--- src/rtl/prefetch_request_queue_pkg.sv ---
// Shared types, default sizes and helpers for the prefetch request queue.
package pf_pkg;

    localparam int ADDR_W_DEF = 32;
    localparam int DEPTH_DEF  = 8;
    localparam int HIST_DEF   = 4;
    localparam int CNT_W_DEF  = 16;

    // Widest statistics counter the helper below can handle.
    localparam int CNT_MAX_W  = 32;

    typedef logic [ADDR_W_DEF-1:0] addr_t;

    // Increment a counter that is 'width' bits wide, holding at all-ones.
    function automatic logic [CNT_MAX_W-1:0] sat_inc(input logic [CNT_MAX_W-1:0] cnt,
                                                     input int unsigned           width);
        logic [CNT_MAX_W:0] limit;
        limit = ((CNT_MAX_W+1)'(1) << width) - (CNT_MAX_W+1)'(1);
        if ({1'b0, cnt} >= limit) begin
            return cnt;
        end
        return cnt + CNT_MAX_W'(1);
    endfunction

endpackage

--- src/rtl/prefetch_request_queue_if.sv ---
// Memory request channel: head-of-queue address with a valid/ready handshake.
interface prefetch_request_queue_if
    import pf_pkg::*;
#(
    parameter int ADDR_W = ADDR_W_DEF
);

    logic [ADDR_W-1:0] req_addr;
    logic              req_valid;
    logic              req_ready;

    modport master (
        output req_addr,
        output req_valid,
        input  req_ready
    );

    modport slave (
        input  req_addr,
        input  req_valid,
        output req_ready
    );

endinterface

--- src/rtl/prefetch_request_queue_recent.sv ---
// History of recently issued addresses, used to drop prefetches that were
// sent to memory only a few requests ago.
module prefetch_recent_filter
    import pf_pkg::*;
#(
    parameter int ADDR_W = ADDR_W_DEF,
    parameter int HIST   = HIST_DEF
) (
    input  logic              clock,
    input  logic              reset,
    input  logic              flush,
    input  logic              push,
    input  logic [ADDR_W-1:0] push_addr,
    input  logic [ADDR_W-1:0] check_addr,
    output logic              match
);

    logic [ADDR_W-1:0] hist_addr [HIST];
    logic [HIST-1:0]   hist_valid;

    // Shift the issued address into slot 0; the oldest entry falls off the end.
    always_ff @(posedge clock) begin
        if (reset) begin
            hist_valid <= '0;
            for (int i = 0; i < HIST; i++) begin
                hist_addr[i] <= '0;
            end
        end else if (flush) begin
            hist_valid <= '0;
        end else if (push) begin
            hist_addr[0]  <= push_addr;
            hist_valid[0] <= 1'b1;
            for (int i = 1; i < HIST; i++) begin
                hist_addr[i]  <= hist_addr[i-1];
                hist_valid[i] <= hist_valid[i-1];
            end
        end
    end

    // Parallel compare of the candidate against every valid history slot.
    always_comb begin
        match = 1'b0;
        for (int i = 0; i < HIST; i++) begin
            if (hist_valid[i] && (hist_addr[i] == check_addr)) begin
                match = 1'b1;
            end
        end
    end

endmodule

--- src/rtl/prefetch_request_queue.sv ---
// Buffers prefetch addresses, drops duplicates and overflow, and presents
// the oldest address to memory. The upstream prefetcher cannot stall, so
// every input is either enqueued or dropped in the cycle it arrives.
module prefetch_request_queue
    import pf_pkg::*;
#(
    parameter int ADDR_W = ADDR_W_DEF,
    parameter int DEPTH  = DEPTH_DEF,
    parameter int HIST   = HIST_DEF,
    parameter int CNT_W  = CNT_W_DEF
) (
    input  logic                     clock,
    input  logic                     reset,
    input  logic [ADDR_W-1:0]        address_i,
    input  logic                     valid,
    input  logic                     flush,
    prefetch_request_queue_if.master req,
    output logic [$clog2(DEPTH):0]   count,
    output logic                     full,
    output logic                     empty,
    output logic [CNT_W-1:0]         dup_count,
    output logic [CNT_W-1:0]         drop_count
);

    localparam int PTR_W = $clog2(DEPTH);

    logic [ADDR_W-1:0] fifo_mem [DEPTH];
    logic [PTR_W-1:0]  wptr;
    logic [PTR_W-1:0]  rptr;
    logic [PTR_W-1:0]  slot_off;
    logic [ADDR_W-1:0] head_addr;

    logic fifo_hit;
    logic hist_hit;
    logic live_in;
    logic dup;
    logic deq;
    logic enq;
    logic ovf;

    assign empty     = (count == '0);
    assign full      = (count == (PTR_W+1)'(DEPTH));
    assign head_addr = fifo_mem[rptr];

    assign req.req_valid = !empty;
    assign req.req_addr  = empty ? '0 : head_addr;

    // A flush cycle ignores both the input pulse and the memory handshake.
    assign live_in = valid && !flush;
    assign deq     = req.req_valid && req.req_ready && !flush;
    assign dup     = live_in && (fifo_hit || hist_hit);
    assign enq     = live_in && !dup && (!full || deq);
    assign ovf     = live_in && !dup && full && !deq;

    // Compare the candidate against every occupied slot, head included.
    always_comb begin
        fifo_hit = 1'b0;
        slot_off = '0;
        for (int i = 0; i < DEPTH; i++) begin
            slot_off = PTR_W'(i) - rptr;
            if (({1'b0, slot_off} < count) && (fifo_mem[i] == address_i)) begin
                fifo_hit = 1'b1;
            end
        end
    end

    prefetch_recent_filter #(
        .ADDR_W (ADDR_W),
        .HIST   (HIST)
    ) u_recent (
        .clock      (clock),
        .reset      (reset),
        .flush      (flush),
        .push       (deq),
        .push_addr  (head_addr),
        .check_addr (address_i),
        .match      (hist_hit)
    );

    // FIFO storage, wrapping pointers and occupancy.
    always_ff @(posedge clock) begin
        if (reset) begin
            wptr  <= '0;
            rptr  <= '0;
            count <= '0;
        end else if (flush) begin
            wptr  <= '0;
            rptr  <= '0;
            count <= '0;
        end else begin
            if (enq) begin
                fifo_mem[wptr] <= address_i;
                wptr           <= wptr + PTR_W'(1);
            end
            if (deq) begin
                rptr <= rptr + PTR_W'(1);
            end
            if (enq && !deq) begin
                count <= count + (PTR_W+1)'(1);
            end else if (deq && !enq) begin
                count <= count - (PTR_W+1)'(1);
            end
        end
    end

    // Saturating drop statistics; survive flush, cleared only by reset.
    always_ff @(posedge clock) begin
        if (reset) begin
            dup_count  <= '0;
            drop_count <= '0;
        end else begin
            if (dup) begin
                dup_count <= CNT_W'(sat_inc(CNT_MAX_W'(dup_count), unsigned'(CNT_W)));
            end
            if (ovf) begin
                drop_count <= CNT_W'(sat_inc(CNT_MAX_W'(drop_count), unsigned'(CNT_W)));
            end
        end
    end

endmodule

--- src/flat_wrapper.sv ---
// flat-port wrapper written by rule: the top's interface ports become plain ports
module prefetch_request_queue_flat import pf_pkg::*;
#(
    parameter int ADDR_W = ADDR_W_DEF,
    parameter int DEPTH  = DEPTH_DEF,
    parameter int HIST   = HIST_DEF,
    parameter int CNT_W  = CNT_W_DEF
)
  (clock, reset, address_i, valid, flush, count, full, empty, dup_count, drop_count, req_req_addr, req_req_valid, req_req_ready);
  prefetch_request_queue_if #(.ADDR_W(ADDR_W)) req_i ();
  input  logic clock;
  input  logic reset;
  input  logic [ADDR_W-1:0] address_i;
  input  logic valid;
  input  logic flush;
  output logic [$clog2(DEPTH):0] count;
  output logic full;
  output logic empty;
  output logic [CNT_W-1:0] dup_count;
  output logic [CNT_W-1:0] drop_count;
  output wire logic [$bits(req_i.req_addr)-1:0] req_req_addr;
  output wire logic [$bits(req_i.req_valid)-1:0] req_req_valid;
  input wire logic [$bits(req_i.req_ready)-1:0] req_req_ready;
  assign req_req_addr = req_i.req_addr;
  assign req_req_valid = req_i.req_valid;
  assign req_i.req_ready = req_req_ready;
  prefetch_request_queue #(.ADDR_W(ADDR_W), .DEPTH(DEPTH), .HIST(HIST), .CNT_W(CNT_W)) u_core (.clock(clock), .reset(reset), .address_i(address_i), .valid(valid), .flush(flush), .req(req_i), .count(count), .full(full), .empty(empty), .dup_count(dup_count), .drop_count(drop_count));
endmodule
--- config.mk ---
export PLATFORM = sky130hd
export DESIGN_NAME = prefetch_request_queue_flat
export DESIGN_NICKNAME = d
export VERILOG_FILES = /design/src/rtl/prefetch_request_queue_pkg.sv /design/src/rtl/prefetch_request_queue_if.sv /design/src/rtl/prefetch_request_queue_recent.sv /design/src/rtl/prefetch_request_queue.sv /design/src/flat_wrapper.sv
export SDC_FILE = /design/constraint.sdc
export NUM_CORES = 1
export LEC_CHECK = 0
export BUFFER_PORTS_ARGS = -buffer_cell sky130_fd_sc_hd__buf_2
export CAP_MARGIN = 20
export CORE_ASPECT_RATIO = 0.5
export CORE_MARGIN = 2
export CORE_UTILIZATION = 58
export CTS_BUF_LIST = sky130_fd_sc_hd__clkbuf_4 sky130_fd_sc_hd__clkbuf_8
export DETAILED_ROUTE_END_ITERATION = 10
export PLACE_DENSITY = 0.89
export SYNTH_ARGS = -nofsm -noshare
export SYNTH_HDL_FRONTEND = slang
export SYNTH_HIERARCHICAL = 1
export SYNTH_SLANG_ARGS = --single-unit
--- constraint.sdc ---
create_clock -name clock -period 6.3 [get_ports clock]
set_input_delay 0.315 -clock clock [delete_from_list [all_inputs] [get_ports clock]]
set_output_delay 0.315 -clock clock [all_outputs]
set_load 0.05 [all_outputs]
* Yosys cells after proc, flatten, opt, wreduce, memory -nomap -nowiden
Memories as Yosys holds them, arrays and structs flattened. A register that Yosys moved wholly into a read port is not among the register bits. Cells that the tools add are included.
Operators by class: multipliers 0, reduce and logical (&&, ||, !) cells 35, muxes and demuxes 39, bitwise logic cells 4, div/mod/pow operators 0, shift operators 0, order comparisons 10, add/subtract/negate cells 14, eq/ne operators 15
Operator list (number):
- == test 32 bit | 12
- two-way mux 32 bit | 5
- adder 16 x 1 -> 16 bit (second input constant) | 2
- greater-or-equal comparator 16 bit (second input constant) | 2
- < comparator 3 x 4 -> 1 bit | 8
- two-way mux 16 bit | 2
- two-way mux 1 bit | 28
- logical AND 1 bit | 22
- subtractor 3 bit (first input constant) | 4
- two-way mux 4 bit | 2
- adder 3 x 1 -> 3 bit (second input constant) | 2
- logical NOT 1 bit | 6
- two-way mux 3 bit | 2
- subtractor 1 x 3 -> 3 bit (first input constant) | 2
- subtractor 2 x 3 -> 3 bit (first input constant) | 2
- adder 4 x 1 -> 4 bit (second input constant) | 1
- == test 4 bit (second input constant) | 1
- logical NOT 4 bit | 1
- != test 2 bit (second input constant) | 2
- bitwise OR 1 bit | 4
- AND reduction 2 bit | 2
- subtractor 4 x 1 -> 4 bit (second input constant) | 1
- logical OR 1 bit | 2
- nonzero test 2 bit | 1
- OR reduction 2 bit | 1
Storage, ports and cells: bits in latches 0, input bits 37, logic and storage cells 125, memory bits (writable) 384, memories kept 2, bits in read-only memories 0, register bits after elaboration 46, output and inout bits 71
Memories:
- u_core.fifo_mem | words 8, width 32, rd ports 9, clocked after memory_dff 1, write ports 1, line prefetch_request_queue.sv:27 | logic [ADDR_W-1:0] fifo_mem [DEPTH];
- u_core.u_recent.hist_addr | words 4, width 32, rd ports 4, clocked after memory_dff 0, write ports 4, line prefetch_request_queue_recent.sv:18 | logic [ADDR_W-1:0] hist_addr [HIST];

* Depth between registers and ports, before layout
Gate-level depths: netlist of the first run.
depth after elaboration 21, mapped depth 19, mapped depth without buffers 19

* By module
Netlist of the first run, hierarchy kept.
By module, submodules not included:
- prefetch_request_queue | times used 1, area an instance 15563.7 um^2, cells each 1095, seq. area each 8588.2 um^2
- prefetch_recent_filter | times used 1, area an instance 6264.8 um^2, cells each 463, seq. area each 3923.8 um^2

* Worst setup path before layout of the first run
OpenSTA, ideal clock, no wires.
path kind flip-flop to flip-flop, start point register u_core.count[1], end point memory u_core/fifo_mem[0][0] in the netlist's numbering, enable pin, path slack -0.197 ns, buffers on the path 0, stages on the path, launching flop included 11, arrival time 5.984 ns, data required time 5.787 ns, path through dfxtp_1 > inv_1 > ha_1 > a21oi_1 > or2_2 > a21oi_1 > o211a_1 > a211oi_2 > nand4_4 > or2_1 > nor4b_1
On the way: cells in the longest elaborated chain, start to end 19, elaborated cells between the ends (all ways) 40, those cells by class 8 x order compare; 1 x eq/ne; 12 x mux; 19 x reduce/logical
Ends and longest elaborated chain:
- start: declaration | line prefetch_request_queue.sv:18 | output logic [$clog2(DEPTH):0] count,
- start signal: assignment | line prefetch_request_queue.sv:99 | count <= count + (PTR_W+1)'(1);
- start signal: assignment | line prefetch_request_queue.sv:101 | count <= count - (PTR_W+1)'(1);
- < comparator 3 x 4 -> 1 bit | line prefetch_request_queue.sv:61 | if (({1'b0, slot_off} < count) && (fifo_mem[i] == address_i)) begin
- logical AND 1 bit | line prefetch_request_queue.sv:61
- two-way mux 1 bit (8 in a row) | line prefetch_request_queue.sv:61
- logical OR 1 bit | line prefetch_request_queue.sv:51 | assign dup = live_in && (fifo_hit || hist_hit);
- logical AND 1 bit | line prefetch_request_queue.sv:51
- logical NOT 1 bit | line prefetch_request_queue.sv:52 | assign enq = live_in && !dup && (!full || deq);
- logical AND 1 bit | line prefetch_request_queue.sv:52
- logical AND 1 bit * | line prefetch_request_queue.sv:52
- two-way mux 1 bit * | line prefetch_request_queue.sv:91 | if (enq) begin
- two-way mux 1 bit * | line prefetch_request_queue.sv:86 | end else if (flush) begin
- two-way mux 1 bit * | line prefetch_request_queue.sv:82 | if (reset) begin
- two-way mux 1 bit (implied by the code) * | line prefetch_request_queue.sv:92 | fifo_mem[wptr] <= address_i;
- end: declaration | line prefetch_request_queue.sv:27
Mark *: on every way between the ends. The rest lies on a longest branch, timed or not.

==> results of run 1 <==
==> area by class of cell <==
cell class | count | share of cell area (%)
clock inverters | 17 | 0.398
well taps | 494 | 2.59
diodes | 5 | 0.0524
repair buffers | 120 | 2.74
clock buffers | 92 | 4.72
flip-flops and latches | 433 | 52.4
inverters | 25 | 0.393
multi-input cells | 1023 | 36.7
==> synthesized netlist by cell type, types with 19 or more instances <==
cell type  instances
xnor2_1          184
and2_1           163
edfxtp_1         384
nor2_1            45
clkbuf_1          32
inv_1             24
ha_1              20
nand3_1           32
xor2_1           232
nor4_1            65
mux2_2            33
mux4_2            64
nand2_1           19
nand4_1           52
dfxtp_1           49
==> cell usage in the layout (no fill, tap or decap), drive strengths merged, types with 6 or more instances in the layout <==
cell and instances:
a21o 7, a21oi 18, mux2 34, nor2 46, o211a 6, clkbuf 92, clkinv 16, buf 120
nand2 21, xnor2 184, inv 25, mux4 64, nand3 33, dfxtp 49, edfxtp 384, and3 10
nand4 53, nor4 68, xor2 232, ha 20, and2 163, mux2i 7, nor3 19
==> flip-flops by register name, summed over array words and instances, names as in the netlist, named ones only <==
register,count
u_core/wptr,3
u_core/u_recent/hist_valid,4
u_core/rptr,3
u_core/dup_count,16
u_core/u_recent/hist_addr,128
u_core/fifo_mem,256
u_core/drop_count,16
u_core/count,4
==> worst register-to-register path, delay by kind of cell, from the launching register on <==
| kind | cells | cell delay (ns) |
|---|---|---|
| compound gates | 4 | 1.00 |
| xor+xnor | 2 | 0.46 |
| fa+ha+maj | 2 | 0.52 |
| buf+inv | 2 | 0.25 |
| flops | 1 | 0.40 |
| simple gates | 7 | 1.93 |
==> layer usage <==
metal	GRT usage, %	up-vias	share of wire (%)
met4	11.2	4	3.4
met2	47.1	1152	43
met5	1.22	-	0.089
met1	47.7	7208	38
li1	-	5882	-
met3	10.2	145	16
==> how the worst max path moves through the flow <==
stage,start,end,slack [ns]
after floorplan,u_core/count[1]$_SDFFE_PP0P_,u_core/fifo_mem[0][0]$_DFFE_PP_,-0.20
after global placement,address_i[30],u_core/count[3]$_SDFFE_PP0P_,1.42
after detailed placement,address_i[30],u_core/count[3]$_SDFFE_PP0P_,1.36
after CTS,u_core/u_recent/hist_addr[0][30]$_SDFFCE_PN0P_,u_core/count[3]$_SDFFE_PP0P_,1.74
after global routing,u_core/u_recent/hist_addr[0][30]$_SDFFCE_PN0P_,u_core/count[3]$_SDFFE_PP0P_,1.48
final,u_core/u_recent/hist_addr[0][30]$_SDFFCE_PN0P_,u_core/count[3]$_SDFFE_PP0P_,1.60
==> per-stage QoR <==
step                      util, %  hold WS, ns
after global routing         64.2       0.0314
after detailed placement     60.9        0.493
after global placement       60.9        0.475
final                        64.2       0.0343
after floorplan                 -        0.392
after CTS                    64.2      0.00639
==> report_power, final <==
group	leakage [uW]	switching [uW]	internal (uW)
combinational	0.00366	438	183
sequential	0.00403	48.9	3180
clock	0.000653	1070	1170
total	0.00835	1560	4530
==> cells by family (layout without fill, tap and decap cells) <==
kind of cell / count (synthesis) / count (layout) / share of synthesized area [%]
multiplexers: 105 / 105 / 8.68
other: 0 / 5 / 0
XOR/XNOR: 416 / 416 / 16.7
adder cells (fa/ha/maj): 21 / 21 / 1.24
AO/OA/AOI/OAI: 43 / 43 / 1.48
flip-flops: 433 / 433 / 57.3
buffers and inverters: 102 / 254 / 2.64
AND/OR/NAND/NOR: 438 / 438 / 12.0
==> results.cfg, run 1 <==
[synth]
synthArstFlopShare_pct = 0
synth_edf_count = 384
synth.net_count = 1616
synth.ff_latch_count = 433
synthDistinctLibCells = 54
synth_top_area_share_pct = 52.8
synth_top_cell_by_area = edfxtp_1
ys_warn_count = 6
ys_seq_area_share_pct = 57.3
synth_area_leaders = edfxtp_1 53%, xor2_1 9.3%, xnor2_1 7.4%
synth_top_flop_cell = edfxtp_1
syn-cell-area_mm2 = 0.0218
avgSynthCellArea_um2 = 14.0
syn_inst = 1558

[cts]
h-tree-depth = 2
numCtsBuffers = 60
clock_latency_ns = 0.65
post_cts_resized = 0
cts_setup_buffers = 0
cts_root_buf = clkbuf_8
clockBufferDepth = 3
cts_tree = built
ctsHoldBuffers = 0
cts.sinks = 433
path_clk_slew_ns = 0.06

[drt]
totalWireLength_mm = 65.0
antenna_left = 0
post-route-drc-count = 0
drtIter0Drc = 2501
vias = 14391
vias_per_cell = 6.51
drt_first_pass_iters = 5
wl_per_cell_um = 29.4

[sta]
min_period_over_period_pct = 74.6
slew_headroom_pct = 21.2
finClkSkew_ns = 0.0345
final_max_slew_viol_count = 0
worstMarginPinSlew_ns = 1.18
period_needed_ns = 4.70
rsz0062_at_grt = no
max_freq_ghz = 0.213
hold_violations = 0
fin_ws_ns = 1.60
fin_setup_tns_ns = 0
setup_violations = 0

[critical_path]
r2r_end = u_core/count[3]$_SDFFE_PP0P_
critPathTopFamily = simple AND/OR/NAND/NOR gates
crit_path_max_fanout = 17
crit_chain = xor2_1 -> nor4_1 -> nand3_1 -> nor3_1 -> or4_1 -> a21oi_1 -> nand4_4 -> or2_1 -> inv_2 -> ha_1 -> inv_1 -> ha_1 -> a21o_1 -> a211o_1 -> a21oi_1 -> xnor2_1 -> nor2_1
critPathCaptureType = flip-flop
cp.arrival_ns = 5.20
critical_path_depth = 17
crit_type = flip-flop to flip-flop
crit_slowest_cell = or4_1
worst-r2r-cell-count = 17
reg2reg_from = u_core/u_recent/hist_addr[0][30]$_SDFFCE_PN0P_
rrSetupSlack_ns = 1.60
slowest_delay_ns = 0.68
crit_buf_inv = 2
crit_path_start_kind = flip-flop
required_ns = 6.80

[die]
dieWidth_um = 278
fp.dieH_um = 141
die_area_mm2 = 0.0393
core_area_mm2 = 0.0372
initial_utilization_pct = 58.6
std_cell_rows = 50
io-pin-count = 108

[placement]
dpl.cell_count = 2095
postPlaceCellArea_mm2 = 0.0227
place_ws_ns = 1.36
dp_hpwl_mm = 46.0
gp_congestion = 0.990
io_buffer_count = 107

[final_layout]
nets = 1721
seq_area_mm2 = 0.0125
fin_cells = 2209
areaGrowthSynthToFinish_pct = 9.46
fill_cells = 2549
multi_input_area_mm2 = 0.00877
drive_above_1_share_pct = 20.1
post-route-cell-area_mm2 = 0.0239

[pwr]
finalPower_uw = 6090
power_density_mw_per_mm2 = 255
ir_worst_vdd_v = 0.000164
p_leak_uw = 0.00835

[worst_hold_path]
min-delay-start = req_req_ready
hold_depth = 3
hp-class = primary input to flip-flop

[status]
outcome = finished, final reports clean

[global_route]
grt_pass1_wl_mm = 92.0
grt_max_degree = 119
antenna_found_initial = 7
grt.total_usage_pct = 32.9
grt_overflow_total = 0
grt_pass1_vias = 13390

[run]
maxCapViolations = 0
Power figures use the tool's default switching activity.
==> inputs of run 2 (changes only) <==
clock period = 3.76 ns   (was 6.3 ns; I/O delays follow)
==> results.cfg, run 2 (synthesized netlist as in run 1, its figures left out) <==
[cts]
path_clk_slew_ns = 0.07
clockBufferDepth = 3
numCtsBuffers = 59
clock_latency_ns = 0.65
h-tree-depth = 2
cts_tree = built
cts_root_buf = clkbuf_8
cts.sinks = 433

[die]
initial_utilization_pct = 58.6
fp.dieH_um = 141
std_cell_rows = 50
die_area_mm2 = 0.0393
core_area_mm2 = 0.0372
io-pin-count = 108
dieWidth_um = 278

[critical_path]
crit_path_max_fanout = 2
crit_slowest_cell = nor4_1
required_ns = 4.28
crit_path_start_kind = flip-flop
critPathTopFamily = simple AND/OR/NAND/NOR gates
slowest_delay_ns = 0.47
critPathCaptureType = flip-flop
cp.arrival_ns = 4.23
crit_chain = xor2_1 -> buf_4 -> nor4_1 -> nand4_1 -> nor2_1 -> o31ai_1 -> nand4_4 -> or2_4 -> inv_2 -> ha_1 -> inv_1 -> ha_1 -> a21o_1 -> a211o_1 -> a21oi_2 -> xnor2_1 -> nor2_1
crit_buf_inv = 3
crit_type = flip-flop to flip-flop

[drt]
post-route-drc-count = 0
wl_per_cell_um = 27.0
drtIter0Drc = 2575
vias = 14804
antenna_left = 0
drt_first_pass_iters = 8
vias_per_cell = 6.29
totalWireLength_mm = 63.5

[final_layout]
final_cell_mix = 384 x edfxtp_1, 228 x xor2_1, 184 x xnor2_1, 163 x and2_1, 126 x buf_4
areaGrowthSynthToFinish_pct = 15.7
multi_input_area_mm2 = 0.00887
nets = 1858
largest_reg_flops = 256
reg_top3 = u_core/fifo_mem x256, u_core/u_recent/hist_addr x128
seq_area_mm2 = 0.0125
drive_above_1_share_pct = 26.6
final_common_cell = edfxtp_1
fill_cells = 2269
regMostFlops = u_core/fifo_mem

[global_route]
grt_pass1_wl_mm = 91.5
antenna_found_initial = 4
grt_pass1_vias = 14074
grt_max_degree = 129
grt_overflow_total = 0
grt.total_usage_pct = 32.1

[placement]
io_buffer_count = 107
dp_hpwl_mm = 44.9
place_ws_ns = -0.123
gp_congestion = 0.986

[pwr]
ir_worst_vdd_v = 0.000268
p_leak_uw = 0.00908
power_density_mw_per_mm2 = 406
finalPower_uw = 10300

[sta]
fin_ws_ns = 0.0501
hold_violations = 0
slew_headroom_pct = 56.4
final_max_slew_viol_count = 0
period_needed_ns = 3.71
max_freq_ghz = 0.270
finClkSkew_ns = 0.0273
min_period_over_period_pct = 98.7
worstMarginPinSlew_ns = 0.649
setup_violations = 0
fin_setup_tns_ns = 0

[worst_hold_path]
hp-class = primary input to flip-flop

[status]
outcome = finished, final reports clean

[run]
maxCapViolations = 0
[run 2: cell type report]
| cell class | instances | area share (%) |
|---|---|---|
| Sequential cell | 433 | 49.6 |
| Clock inverter | 30 | 0.708 |
| Multi-Input combinational cell | 1023 | 35.1 |
| Clock buffer | 80 | 3.96 |
| Antenna cell | 9 | 0.0892 |
| Timing Repair Buffer | 258 | 7.69 |
| Inverter | 25 | 0.386 |
| Tap cell | 494 | 2.45 |
[run 2: path summary, 6_finish.rpt]
path                                     startpoint                           endpoint  slack (ns)  cells past startpoint
hold reg to reg   u_core/dup_count[10]$_SDFFE_PP0P_  u_core/dup_count[10]$_SDFFE_PP0P_        0.50                      2
setup reg to reg    u_core/fifo_mem[7][5]$_DFFE_PP_       u_core/count[3]$_SDFFE_PP0P_        0.05                     17
setup / recovery    u_core/fifo_mem[7][5]$_DFFE_PP_       u_core/count[3]$_SDFFE_PP0P_        0.05                     17
hold / removal                         address_i[7]    u_core/fifo_mem[3][7]$_DFFE_PP_        0.03                      2
[run 2: metrics by stage]
stage,hold slack [ns],instance area (um^2),instances,utilization [%]
detailed placement,0.491,23900,2221,64.2
CTS,0.0200,25100,2335,67.5
floorplan,0.265,21900,1558,-
global placement,0.473,23900,2221,64.2
global route,0.0403,25200,2343,67.8
finish,0.0308,25300,2352,67.9
[run 2: metal layers]
layer  vias up  GRT usage [%]  share of wire, %
li1       6168              -                 -
met5         -              0                 0
met3       199           10.2                15
met2      1159           47.2                44
met4         0           13.7               4.4
met1      7278           44.5                37
[run 2: report_power, final]
group	leakage [uW]	internal [uW]	switching (uW)
logic	0.00442	408	778
clock network	0.000623	1860	1830
registers	0.00403	5320	57.9
total	0.00908	7590	2670
[run 2: repair_timing]
action	CTS	global route
buffers inserted	0	8
endpoints found under the hold margin	9	0
gates resized for setup	2	11
setup endpoints to repair	1	2
pin swaps	0	5
hold buffers	4	0
